==> src/rtl/rom_loader_if.sv <==
// Byte-stream input, memory write port and load control/status for rom_loader.
// Stream rule: a byte moves on every rising edge where s_valid && s_ready; the
// source must hold s_data and s_valid stable until that edge.
interface rom_loader_if #(
  parameter int ADDR_WIDTH = 16,
  parameter int DATA_WIDTH = 16
);
  logic                  start;
  logic [ADDR_WIDTH-1:0] base_addr;
  logic [ADDR_WIDTH:0]   word_count;
  logic [7:0]            s_data;
  logic                  s_valid;
  logic                  s_ready;
  logic [ADDR_WIDTH-1:0] a;
  logic [DATA_WIDTH-1:0] d;
  logic                  we;
  logic                  busy;
  logic                  done;
  logic [DATA_WIDTH-1:0] checksum;

  modport master (
    output start, base_addr, word_count, s_data, s_valid,
    input  s_ready, a, d, we, busy, done, checksum
  );

  modport slave (
    input  start, base_addr, word_count, s_data, s_valid,
    output s_ready, a, d, we, busy, done, checksum
  );
endinterface

==> src/rtl/rom_loader.sv <==
// Packs an MSB-first byte stream into DATA_WIDTH-bit words and writes them to
// consecutive addresses from a captured base, keeping a running word checksum.
module rom_loader #(
  parameter int ADDR_WIDTH = 16,
  parameter int DATA_WIDTH = 16
) (
  input  logic        clk,
  input  logic        reset,
  rom_loader_if.slave bus,
  output logic [1:0]  state_dbg
);
  localparam int BYTES = DATA_WIDTH / 8;
  localparam int BCW   = (BYTES > 1) ? $clog2(BYTES) : 1;

  typedef enum logic [1:0] {
    IDLE  = 2'd0,
    LOAD  = 2'd1,
    WRITE = 2'd2,
    DONE  = 2'd3
  } state_t;

  state_t                state_q, state_d;
  logic [ADDR_WIDTH-1:0] base_q, a_q;
  logic [ADDR_WIDTH:0]   wc_q, idx_q;
  logic [BCW-1:0]        bcnt_q;
  logic [DATA_WIDTH-1:0] word_q, d_q, sum_q, word_next;
  logic                  accept, last_byte;

  assign accept    = (state_q == LOAD) && bus.s_valid;
  assign last_byte = (bcnt_q == BCW'(BYTES - 1));
  // New byte enters at the LSB end, so the first byte of a word finishes in the MSBs.
  assign word_next = DATA_WIDTH'({word_q, bus.s_data});

  always_ff @(posedge clk) begin
    if (reset) state_q <= IDLE;
    else       state_q <= state_d;
  end

  always_comb begin
    state_d = state_q;
    case (state_q)
      IDLE:    if (bus.start) state_d = (bus.word_count == '0) ? DONE : LOAD;
      LOAD:    if (accept && last_byte) state_d = WRITE;
      WRITE:   state_d = (idx_q + 1'b1 == wc_q) ? DONE : LOAD;
      DONE:    state_d = IDLE;
      default: state_d = IDLE;
    endcase
  end

  // Control outputs decode the registered state, so they change only on clock edges.
  always_comb begin
    bus.s_ready  = (state_q == LOAD);
    bus.we       = (state_q == WRITE);
    bus.busy     = (state_q != IDLE);
    bus.done     = (state_q == DONE);
    bus.a        = a_q;
    bus.d        = d_q;
    bus.checksum = sum_q;
    state_dbg    = state_q;
  end

  // a/d are loaded with the last byte so they are already valid in the WRITE cycle.
  always_ff @(posedge clk) begin
    if (reset) begin
      base_q <= '0;
      wc_q   <= '0;
      idx_q  <= '0;
      bcnt_q <= '0;
      word_q <= '0;
      a_q    <= '0;
      d_q    <= '0;
      sum_q  <= '0;
    end else begin
      case (state_q)
        IDLE: begin
          if (bus.start) begin
            base_q <= bus.base_addr;
            wc_q   <= bus.word_count;
            idx_q  <= '0;
            bcnt_q <= '0;
            sum_q  <= '0;
          end
        end
        LOAD: begin
          if (accept) begin
            word_q <= word_next;
            if (last_byte) begin
              d_q    <= word_next;
              a_q    <= base_q + idx_q[ADDR_WIDTH-1:0];
              bcnt_q <= '0;
            end else begin
              bcnt_q <= bcnt_q + 1'b1;
            end
          end
        end
        WRITE: begin
          sum_q  <= sum_q + d_q;
          idx_q  <= idx_q + 1'b1;
          bcnt_q <= '0;
        end
        default: ;
      endcase
    end
  end
endmodule
==> src/flat_wrapper.sv <==
// flat-port wrapper written by rule: the top's interface ports become plain ports
module rom_loader_flat 
#(
  parameter int ADDR_WIDTH = 16,
  parameter int DATA_WIDTH = 16
)
  (clk, reset, state_dbg, bus_start, bus_base_addr, bus_word_count, bus_s_data, bus_s_valid, bus_s_ready, bus_a, bus_d, bus_we, bus_busy, bus_done, bus_checksum);
  rom_loader_if #(.ADDR_WIDTH(ADDR_WIDTH), .DATA_WIDTH(DATA_WIDTH)) bus_i ();
  input  logic clk;
  input  logic reset;
  output logic [1:0] state_dbg;
  input wire logic [$bits(bus_i.start)-1:0] bus_start;
  input wire logic [$bits(bus_i.base_addr)-1:0] bus_base_addr;
  input wire logic [$bits(bus_i.word_count)-1:0] bus_word_count;
  input wire logic [$bits(bus_i.s_data)-1:0] bus_s_data;
  input wire logic [$bits(bus_i.s_valid)-1:0] bus_s_valid;
  output wire logic [$bits(bus_i.s_ready)-1:0] bus_s_ready;
  output wire logic [$bits(bus_i.a)-1:0] bus_a;
  output wire logic [$bits(bus_i.d)-1:0] bus_d;
  output wire logic [$bits(bus_i.we)-1:0] bus_we;
  output wire logic [$bits(bus_i.busy)-1:0] bus_busy;
  output wire logic [$bits(bus_i.done)-1:0] bus_done;
  output wire logic [$bits(bus_i.checksum)-1:0] bus_checksum;
  assign bus_i.start = bus_start;
  assign bus_i.base_addr = bus_base_addr;
  assign bus_i.word_count = bus_word_count;
  assign bus_i.s_data = bus_s_data;
  assign bus_i.s_valid = bus_s_valid;
  assign bus_s_ready = bus_i.s_ready;
  assign bus_a = bus_i.a;
  assign bus_d = bus_i.d;
  assign bus_we = bus_i.we;
  assign bus_busy = bus_i.busy;
  assign bus_done = bus_i.done;
  assign bus_checksum = bus_i.checksum;
  rom_loader #(.ADDR_WIDTH(ADDR_WIDTH), .DATA_WIDTH(DATA_WIDTH)) u_core (.clk(clk), .reset(reset), .bus(bus_i), .state_dbg(state_dbg));
endmodule
==> config.mk <==
export PLATFORM = sky130hd
export DESIGN_NAME = rom_loader_flat
export DESIGN_NICKNAME = d
export VERILOG_FILES = /design/src/rtl/rom_loader_if.sv /design/src/rtl/rom_loader.sv /design/src/flat_wrapper.sv
export SDC_FILE = /design/constraint.sdc
export NUM_CORES = 1
export LEC_CHECK = 0
export ABC_AREA = 1
export CORE_MARGIN = 2
export CORE_UTILIZATION = 60
export CTS_BUF_LIST = sky130_fd_sc_hd__clkbuf_8
export DETAILED_ROUTE_END_ITERATION = 16
export HOLD_SLACK_MARGIN = 0.03
export PLACE_DENSITY_LB_ADDON = 0.25
export RECOVER_POWER = 50
export SYNTH_ARGS = -nofsm -noshare
export SYNTH_HDL_FRONTEND = slang
export SYNTH_SLANG_ARGS = --single-unit
==> constraint.sdc <==
create_clock -name clk -period 4.1 [get_ports clk]
set_input_delay 0.82 -clock clk [delete_from_list [all_inputs] [get_ports clk]]
set_output_delay 0.82 -clock clk [all_outputs]
set_load 0.01 [all_outputs]
# After elaboration in Yosys (flattened, before gate mapping)
# Cells that the tools add are included.
word_totals:
  out_inout_bits: 54
  register_bits: 109
classes:
  reduce_logical: 13
  n_eq_ne: 7
  n_addsub: 4
  muxes: 13
op_table:
  columns: ["operator", "n"]
  rows:
  - ["$pmux W17 S2", 1]
  - ["$add A16 B16 Y16", 2]
  - ["$pmux W16 S2", 1]
  - ["$add A17 B1 Y17 const B", 1]
  - ["$eq A17 B17 Y1", 1]
  - ["$logic_not A17 Y1", 1]
  - ["$mux W17", 1]
  - ["$mux W16", 1]
  - ["$mux W2", 4]
  - ["$pmux W2 S4", 1]
  - ["$reduce_and A2 Y1", 4]
  - ["$reduce_and A3 Y1", 2]
  - ["$eq A2 B2 Y1 const B", 2]
  - ["$ne A2 B1 Y1 const B", 2]
  - ["$reduce_bool A2 Y1", 2]
  - ["$mux W1", 3]
  - ["$pmux W1 S3", 1]
  - ["$reduce_bool A3 Y1", 1]
  - ["$eq A2 B1 Y1 const B", 1]
  - ["$logic_and A1 B1 Y1", 2]
  - ["$logic_not A2 Y1", 1]
  - ["$ne A2 B2 Y1 const B", 1]
  - ["$add A1 B1 Y1 const B", 1]

# Depth between registers and ports, before layout
# Gate-level depths: netlist (run 1).
depth:
  word_depth: 5
  depth_mapped: 13
  ltp_nobuf: 13

# Least setup slack after synthesis (run 1)
# OpenSTA, ideal clock, no wires.
synth_timing:
  path_type: "reg-to-reg"
  from: "register u_core.idx_q[0]"
  to: "register u_core.a_q[12], in the netlist u_core.bus.a[12]"
  synth_period_minus_slack_ps: 1937
  path_stages_with_launch: 14
  t_arrival_ps: 1823
  setup_slack_ps: 2163
  setup_ps: 114
  cell_sequence: "dfxtp_1 ha_1 inv_1 fa_1 o21ai_0 a21oi_1 inv_1 nand2_1 nand2_1 nand2_1 nand2_1 xor2_1 o21bai_1 inv_1"
synth_between:
  elab_chain_len: 1
synth_lines:
  columns: ["element", "line", "rtl"]
  rows:
  - ["from (decl)", "rom_loader.sv:24", "logic [ADDR_WIDTH:0] wc_q, idx_q;"]
  - ["from (signal assigned)", "rom_loader.sv:98", "idx_q <= idx_q + 1'b1;"]
  - ["$add A16 B16 Y16", "rom_loader.sv:89", "a_q <= base_q + idx_q[ADDR_WIDTH-1:0];"]
  - ["to (signal assigned)", "rom_loader.sv:89", null]
  - ["to (decl)", "rom_loader.sv:23", "logic [ADDR_WIDTH-1:0] base_q, a_q;"]
# No other way between the ends.
# A chain may end at the register's enable or synchronous reset.

# Final worst setup path (run 1)
layout_timing:
  from: "input bus_s_valid"
  to: "register u_core.a_q[10], in the netlist u_core.bus.a[10]"
layout_between:
  elab_chain_len: 2
layout_lines:
  columns: ["element", "line", "rtl"]
  rows:
  - ["from (decl)", "flat_wrapper.sv:16", "input wire logic [$bits(bus_i.s_valid)-1:0] bus_s_valid;"]
  - ["$logic_and A1 B1 Y1", "rom_loader.sv:29", "assign accept = (state_q == LOAD) && bus.s_valid;"]
  - ["$reduce_and A3 Y1 (no source line)", null, null]
# No other way between the ends.

==> summary.md, run 1 <==
| Metric | Value |
|---|---|
| DIE HEIGHT | `103 um` |
| Ant. Diodes | `0` |
| CTS tree | `yes` |
| WHS Path Cells | `2` |
| Ys Warns | `0` |
| # clock sinks | `around 110` |
| Power after layout | `2.13 mW` |
| WL final | `16.1 mm` |
| Fin. max-slew vios | `0` |
| Routed via count | `around 6,100` |
| Ys flop type | `dfxtp_1` |
| Max H-tree Level | `3` |
| Data required time of the critical path | `4430 ps` |
| Leak Pwr | `between 3 and 4 nW` |
| GRT overflow | `0` |
| Buffers on Ports | `98` |
| Crit Path Class | `in -> reg` |
| Routability cong. | `0.954` |
| CP Launch Type | `input pin` |
| DP HPWL | `between 10 and 15 mm` |
| CTS max path bufs | `2` |
| Final WS setup | `972 ps` |
| Hold_buf cts | `0` |
| Crit-path cells | `dlygate4sd3_1, nand2_1, nor2_1, clkbuf_1, o21ai_0, o21bai_1, inv_1` |
| FP Rows | `36` |
| Clock Skew | `approximately 15 ps` |
| Number of global-route vias before repair | `roughly 5,700` |
| Place WS | `between 1000 and 1500 ps` |
| Synthesis-to-finish area growth | `21.0%` |
| Worst path buffer plus inverter count | `3` |
| FF-to-FF Start | `u_core.state_dbg[0]$_SDFFE_PP0P_` |
| # IOs | `99` |
| Initial antenna violation count | `0` |
| Initial core utilization | `61.2%` |
| First-pass GRT wire length | `about 26 mm` |
| Die X | `103 um` |
| EDFF count, synth | `0` |
| Top Family by Delay on Critical Path | `buffers and inverters` |
| Nets | `just over 1,000` |
| Final period util | `between 70% and 80%` |
| Final hold violations | `0` |
| DRT iter0 DRCs | `258` |
| Top cells by count, synth | `nand2_1, dfxtp_1, a21oi_1` |
| Peak Freq | `320 MHz` |
| Worst path max stage delay | `1080 ps` |
| Reg2reg setup slack | `1280 ps` |
| Status | `completed` |
| Drt drc | `0` |
| Hold path endpoint | `u_core.word_q[7]$_SDFFE_PP0P_` |
| RSZ-0062 raised after global routing | `no` |
| Normalized max-slew margin | `about 2.6%` |
| Synth Register Bits | `~110` |
| CTS buffer count | `9` |
| CP Capture Type | `flip-flop` |
| Postcts setup bufs | `0` |
| Clock Pin Slew Worst Setup and Hold Paths | `110 ps` |
| Final Setup Violations | `0` |
| PD cells | `slightly below 300 mW/mm2` |
| Top-area cell type share of the netlist area | `approximately 37%` |
| Slew @ Worst Pin | `1460 ps` |
| GRT Util Overall | `30.8%` |
| Slowest-stage cell, CP | `clkbuf_1` |
| Worst R2R Path Depth | `8` |
| Die footprint | `approximately 0.011 mm2` |
| Sequential area share after synthesis | `36.8%` |
| Area of the core | `0.00968 mm2` |
| Antenna viol nets, final | `0` |
| Cell taking the most area after synthesis | `dfxtp_1` |
| DR pass1 iterations | `5` |
| Post-synth ARST share | `0%` |
| Max-cap violations | `0` |
| Worst Path Arrival | `around 3500 ps` |
| Worst-Skew Late Latency | `390 ps` |
| Syn Inst Count | `855` |
| Gates resized, CTS repair | `0` |
| Syn avg cell area | `6.93 um2` |
| Peak supply drop | `0.000211 V` |
| Routed wire per std cell | `15.0 um` |
| Root Buffer | `clkbuf_8` |
| Worst R2R End | `u_core.bus.a[10]$_SDFFE_PP0P_` |
| Library cells used by synthesis | `37` |
| Cell with the most instances after synthesis | `nand2_1` |
| Mapped cell area | `0.00592 mm2` |
| Hold Crit Start | `u_core.word_q[7]$_SDFFE_PP0P_` |
| Drt via density | `between 5 and 6` |
| Largest net degree at the start of global routing | `51` |
| Final Critical Period | `~3100 ps` |
| Fin Hold WS | `475 ps` |
| Synth top area cells | `dfxtp_1, nand2_1, a21oi_1, o21ai_0, ha_1` |
| Crit Path Max Fanout | `38` |
| Setup tns final | `0 ps` |
| Worst Hold Class | `reg -> reg` |
| Syn Nets | `933` |
| Share of layout cells above drive strength 1 | `3.18%` |
[flip-flops by register name (all words and copies together), names as in the netlist]
name                 cells
u_core.wc_q             17
u_core.bus.a            16
u_core.state_dbg         2
u_core.idx_q            17
u_core.base_q           16
u_core.bcnt_q            1
u_core.bus.d            16
u_core.word_q            8
u_core.bus.checksum     16
[power by group]
part | internal, mW | switching (mW)
Clock | 0.261 | 0.388
Sequential | 1.11 | 0.0370
Combinational | 0.136 | 0.195
Total | 1.51 | 0.620
[per-stage QoR]
step                cell area (um2)  utilization (%)  cells
floorplan                      5920                -    855
detailed placement             6990             72.1   1059
global placement               6990             72.1   1059
CTS                            7180             74.1   1075
finish                         7170             74.0   1075
global route                   7170             74.0   1075
[worst max-delay path by stage]
| stage | endpoint | slack, ps | cells after the start | from |
|---|---|---|---|---|
| 3_3_place_gp | u_core.bus.checksum[13]$_SDFFE_PP0P_ | 1130 | 6 | bus_start |
| 3_5_place_dp | u_core.idx_q[16]$_SDFFE_PP0P_ | 1030 | 6 | bus_start |
| 2_1_floorplan | u_core.bus.a[12]$_SDFFE_PP0P_ | 2160 | 13 | u_core.idx_q[0]$_SDFFE_PP0P_ |
| 4_1_cts | bus_we | 1210 | 3 | u_core.state_dbg[1]$_SDFFE_PP0P_ |
| 5_1_grt | u_core.bus.a[10]$_SDFFE_PP0P_ | 720 | 7 | bus_s_valid |
| 6_report | u_core.bus.a[10]$_SDFFE_PP0P_ | 970 | 7 | bus_s_valid |
[kinds of logic (layout without fill, tap and decap cells)]
logic type	after synthesis	count (layout)	share of synthesized area, %
AOI/OAI and AO/OA	216	216	19.8
xor gates and xnor gates	20	20	3.19
adders and majority gates	33	33	7.22
buffers and inverters	108	195	6.93
DFF	109	109	36.8
and+or+nand+nor	369	369	26.0
[worst min-delay path, delay by kind of cell (launching register included)]
kind             cells  cell delay [ps]
AND/OR/NAND/NOR      1               60
AO/OA/AOI/OAI        1               60
flip-flops           1              330
[layer usage]
layer	vias to the layer above	GRT usage [%]	routed length [um]
li1	2990	-	-
met1	2802	36.8	6780
met2	234	53.3	7810
met3	48	6.32	1020
met4	0	13.7	508
met5	-	0	0
[final cells by class]
cell class | count | area (um2)
inverters | 76 | 285
well taps | 133 | 166
clock inverters | 5 | 41.3
flip-flops and latches | 109 | 2180
repair buffers | 103 | 1010
clock buffers | 11 | 151
fillers | 790 | 2520
multi-input cells | 638 | 3330
[cells in the final DEF, fill, tap and decap left out, drive strengths merged]
cell type / n
a211oi: 2
a21boi: 2
a21o: 8
a21oi: 101
a221oi: 1
a31oi: 3
buf: 3
clkbuf: 13
clkdlybuf4s50: 50
clkinv: 4
clkinvlp: 1
dfxtp: 109
dlygate4sd3: 48
fa: 2
ha: 31
inv: 76
nand2: 196
nand3: 50
nand3b: 2
nand4: 4
nor2: 103
nor3: 6
nor4: 5
o21a: 1
o21ai: 80
o21bai: 15
o221ai: 1
o31ai: 2
or2: 3
xnor2: 7
xnor3: 1
xor2: 12
No activity file was read; power rests on OpenSTA's default activity.
==> run 2: changes to the inputs <==
--- a/config.mk
+++ b/config.mk
@@ -7,7 +7,7 @@
 export LEC_CHECK = 0
 export ABC_AREA = 1
 export CORE_MARGIN = 2
-export CORE_UTILIZATION = 60
+export CORE_UTILIZATION = 50
 export CTS_BUF_LIST = sky130_fd_sc_hd__clkbuf_8
 export DETAILED_ROUTE_END_ITERATION = 16
 export HOLD_SLACK_MARGIN = 0.03
==> constraint.sdc (replaced) <==
create_clock -name clk -period 2.7 [get_ports clk]
set_input_delay 0.54 -clock clk [delete_from_list [all_inputs] [get_ports clk]]
set_output_delay 0.54 -clock clk [all_outputs]
set_load 0.01 [all_outputs]
==> run 2 against run 1 <==
Compared with the run above:
- global-route usage fell by 5.8 points
- core utilization fell by 11 points
- register-to-register slack got worse by 950 ps
- final cell count rose by 1.6%
- via count fell by 4.3%
==> summary.md, run 2 (synthesis results as in run 1) <==
| Metric | Value |
|---|---|
| DIE HEIGHT | `113 um (+9.2%)` |
| PD cells | `445 mW/mm2 (+50%)` |
| Commonest non-fill, non-tap cell in the layout | `nand2_1` |
| Max-cap violations | `0 (unchanged)` |
| Final period util | `between 80% and 90%` |
| DRT iter0 DRCs | `357 (+38%)` |
| Clock Skew | `19.8 ps (+5.08 ps)` |
| Die footprint | `0.0127 mm2 (+19%)` |
| Worst path buffer plus inverter count | `3 (unchanged)` |
| Routability cong. | `0.876 (-8.1%)` |
| Internal | `2.27 mW (+50%)` |
| Slowest-stage cell, CP | `clkbuf_1` |
| Antenna viol nets, final | `0 (unchanged)` |
| Hold_buf cts | `0 (unchanged)` |
| CP Launch Type | `input pin` |
| Sw frac | `29.4% (+0.21 points)` |
| DR pass1 iterations | `7 (+2)` |
| Crit-path cells | `clkdlybuf4s50_1, inv_1, clkbuf_1, o21ai_0, a21oi_1` |
| Top Family by Delay on Critical Path | `buffers and inverters` |
| GRT overflow | `0 (unchanged)` |
| Max H-tree Level | `3 (unchanged)` |
| Worst-Skew Late Latency | `390 ps (about the same)` |
| Root Buffer | `clkbuf_8` |
| Normalized max-slew margin | `3.09% (+0.49 points)` |
| WL final | `15.7 mm (-2.7%)` |
| Met2 Routed Length | `6.89 mm (-12%)` |
| Buffers on Ports | `98 (unchanged)` |
| Postcts setup bufs | `0 (unchanged)` |
| # IOs | `99 (unchanged)` |
| Worst Path Arrival | `2750 ps (-710 ps)` |
| Largest regs | `u_core.idx_q (17), u_core.wc_q (17)` |
| Fin. max-slew vios | `0 (unchanged)` |
| Share of layout cells above drive strength 1 | `3.90% (+0.71 points)` |
| Top Metal Used | `met4` |
| CTS buffer count | `9 (unchanged)` |
| FP Rows | `39 (+8.3%)` |
| Part of the power in combinational logic | `16.2% (+0.6 points)` |
| Final hold violations | `0 (unchanged)` |
| CP Capture Type | `flip-flop` |
| Initial core utilization | `51.7% (-9.5 points)` |
| Clock Pin Slew Worst Setup and Hold Paths | `120 ps (about the same)` |
| Largest net degree at the start of global routing | `51 (unchanged)` |
| Area of the core | `0.0115 mm2 (+18%)` |
| Initial antenna violation count | `0 (unchanged)` |
| CTS max path bufs | `2 (unchanged)` |
| Worst Hold Class | `reg -> reg` |
| RSZ-0062 raised after global routing | `no` |
| Peak Freq | `a little over 400 MHz` |
| DP Cell Count | `1,076 (+1.6%)` |
| Fillers | `1,079 (+37%)` |
| Most frequent cells in the layout | `nand2_1, dfxtp_1, a21oi_1, nor2_1, o21ai_0` |
| Number of global-route vias before repair | `5,236 (-7.8%)` |
| Storage cell area | `0.00218 mm2 (unchanged)` |
| Peak supply drop | `0.000326 V (+54%)` |
| Setup tns final | `0 ps (unchanged)` |
| Psw | `941 uW (+52%)` |
| Nets | `1,022 (+0.69%)` |
| Crit Path Class | `in -> reg` |
| Drt drc | `0 (unchanged)` |
| Leak Pwr | `3.25 nW (-1.2%)` |
| Synthesis-to-finish area growth | `21.7%` |
| # clock sinks | `109 (unchanged)` |
| Clk pwr share | `29.5% (-1.0 points)` |
| WL met3 | `976 um (-4.4%)` |
| Crit Path Max Fanout | `41 (+7.9%)` |
| Worst path max stage delay | `1050 ps (-30 ps)` |
| Routed wire per std cell | `14.3 um (-4.3%)` |
| DP HPWL | `11.4 mm (-4.2%)` |
| Power after layout | `3.21 mW (+51%)` |
| Worst R2R End | `u_core.bus.a[12]$_SDFFE_PP0P_` |
| CTS tree | `yes` |
| Worst R2R Path Depth | `13 (+5)` |
| Hold Crit Start | `u_core.word_q[0]$_SDFFE_PP0P_` |
| Sequential share of power | `54.3% (+0.4 points)` |
| Hold path endpoint | `u_core.word_q[0]$_SDFFE_PP0P_` |
| FF-to-FF Start | `u_core.idx_q[0]$_SDFFE_PP0P_` |
| Drt via density | `5.32 (-5.8%)` |
| M1 wire length | `7.66 mm (+13%)` |
| Die X | `113 um (+9.2%)` |
| Routed via count | `5,814 (-4.3%)` |
| Status | `completed` |
| Reg2reg setup slack | `330 ps (-950 ps)` |
| Gates resized, CTS repair | `0 (unchanged)` |
| Data required time of the critical path | `3030 ps (-1400 ps)` |
| Slew @ Worst Pin | `1450 ps (-7.40 ps)` |
| GRT Util Overall | `24.9% (-5.8 points)` |
| Ant. Diodes | `0 (unchanged)` |
| WHS Path Cells | `2 (unchanged)` |
| Final Critical Period | `2420 ps` |
| First-pass GRT wire length | `25.9 mm (about the same)` |
| Post-layout instance count excluding filler cells | `1,092 (+1.6%)` |
| Multi-input logic area | `0.00332 mm2 (-0.23%)` |
| Final Setup Violations | `0 (unchanged)` |
[run 2: worst reg2reg max path: cells and delay by family, from the launching register on]
| kind | cells | cell delay (ps) |
|---|---|---|
| and+or+nand+nor | 4 | 270 |
| adders and majority gates | 2 | 620 |
| DFF | 1 | 520 |
| buffers and inverters | 3 | 220 |
| AOI/OAI and AO/OA | 3 | 540 |
| xor gates and xnor gates | 1 | 150 |
[run 2: worst max-delay path by stage]
stage                                 start                       endpoint  slack, ps  cells past startpoint
6_report                              reset  u_core.base_q[1]$_SDFFE_PP0P_        280                      5
5_1_grt                               reset   u_core.bus.a[7]$_SDFFE_PP0P_         40                      6
4_1_cts        u_core.idx_q[0]$_SDFFE_PP0P_  u_core.bus.a[12]$_SDFFE_PP0P_        330                     13
3_5_place_dp   u_core.idx_q[0]$_SDFFE_PP0P_  u_core.bus.a[12]$_SDFFE_PP0P_        370                     13
3_3_place_gp   u_core.idx_q[0]$_SDFFE_PP0P_  u_core.bus.a[12]$_SDFFE_PP0P_        420                     13
2_1_floorplan  u_core.idx_q[0]$_SDFFE_PP0P_  u_core.bus.a[12]$_SDFFE_PP0P_        760                     13
[run 2: area by class of cell]
| cell class | instances | share of cell area [%] |
|---|---|---|
| Multi-Input combinational cell | 638 | 46.1 |
| Clock inverter | 6 | 0.538 |
| Inverter | 76 | 3.96 |
| Tap cell | 143 | 2.48 |
| Timing Repair Buffer | 110 | 14.8 |
| Clock buffer | 10 | 1.91 |
| Sequential cell | 109 | 30.3 |
[run 2: per-layer routing]
metal	GRT usage (%)	up-vias
li1	-	3010
met1	36.8	2641
met2	38.4	150
met3	4.12	13
met4	5.61	0
met5	0	-
[run 2: through the flow]
step | hold WS, ps | setup slack (ps) | cell area, um2 | util, %
after floorplan | 444 | 763 | 5920 | -
after global placement | 455 | 423 | 7050 | 61.5
after detailed placement | 461 | 374 | 7050 | 61.5
after CTS | 476 | 331 | 7230 | 63.0
after global routing | 500 | 43.7 | 7210 | 62.9
final | 477 | 282 | 7210 | 62.9
[run 2: power by group through the flow]
| stage | clock [mW] | combinational (mW) | sequential, mW |
|---|---|---|---|
| final | 0.947 | 0.519 | 1.74 |
| after global routing | 1.03 | 0.580 | 1.75 |
| after CTS | 0.964 | 0.527 | 1.74 |
| after detailed placement | 0 | 0.522 | 1.78 |
| after global placement | 0 | 0.518 | 1.78 |
| after floorplan | 0 | 0.303 | 1.77 |
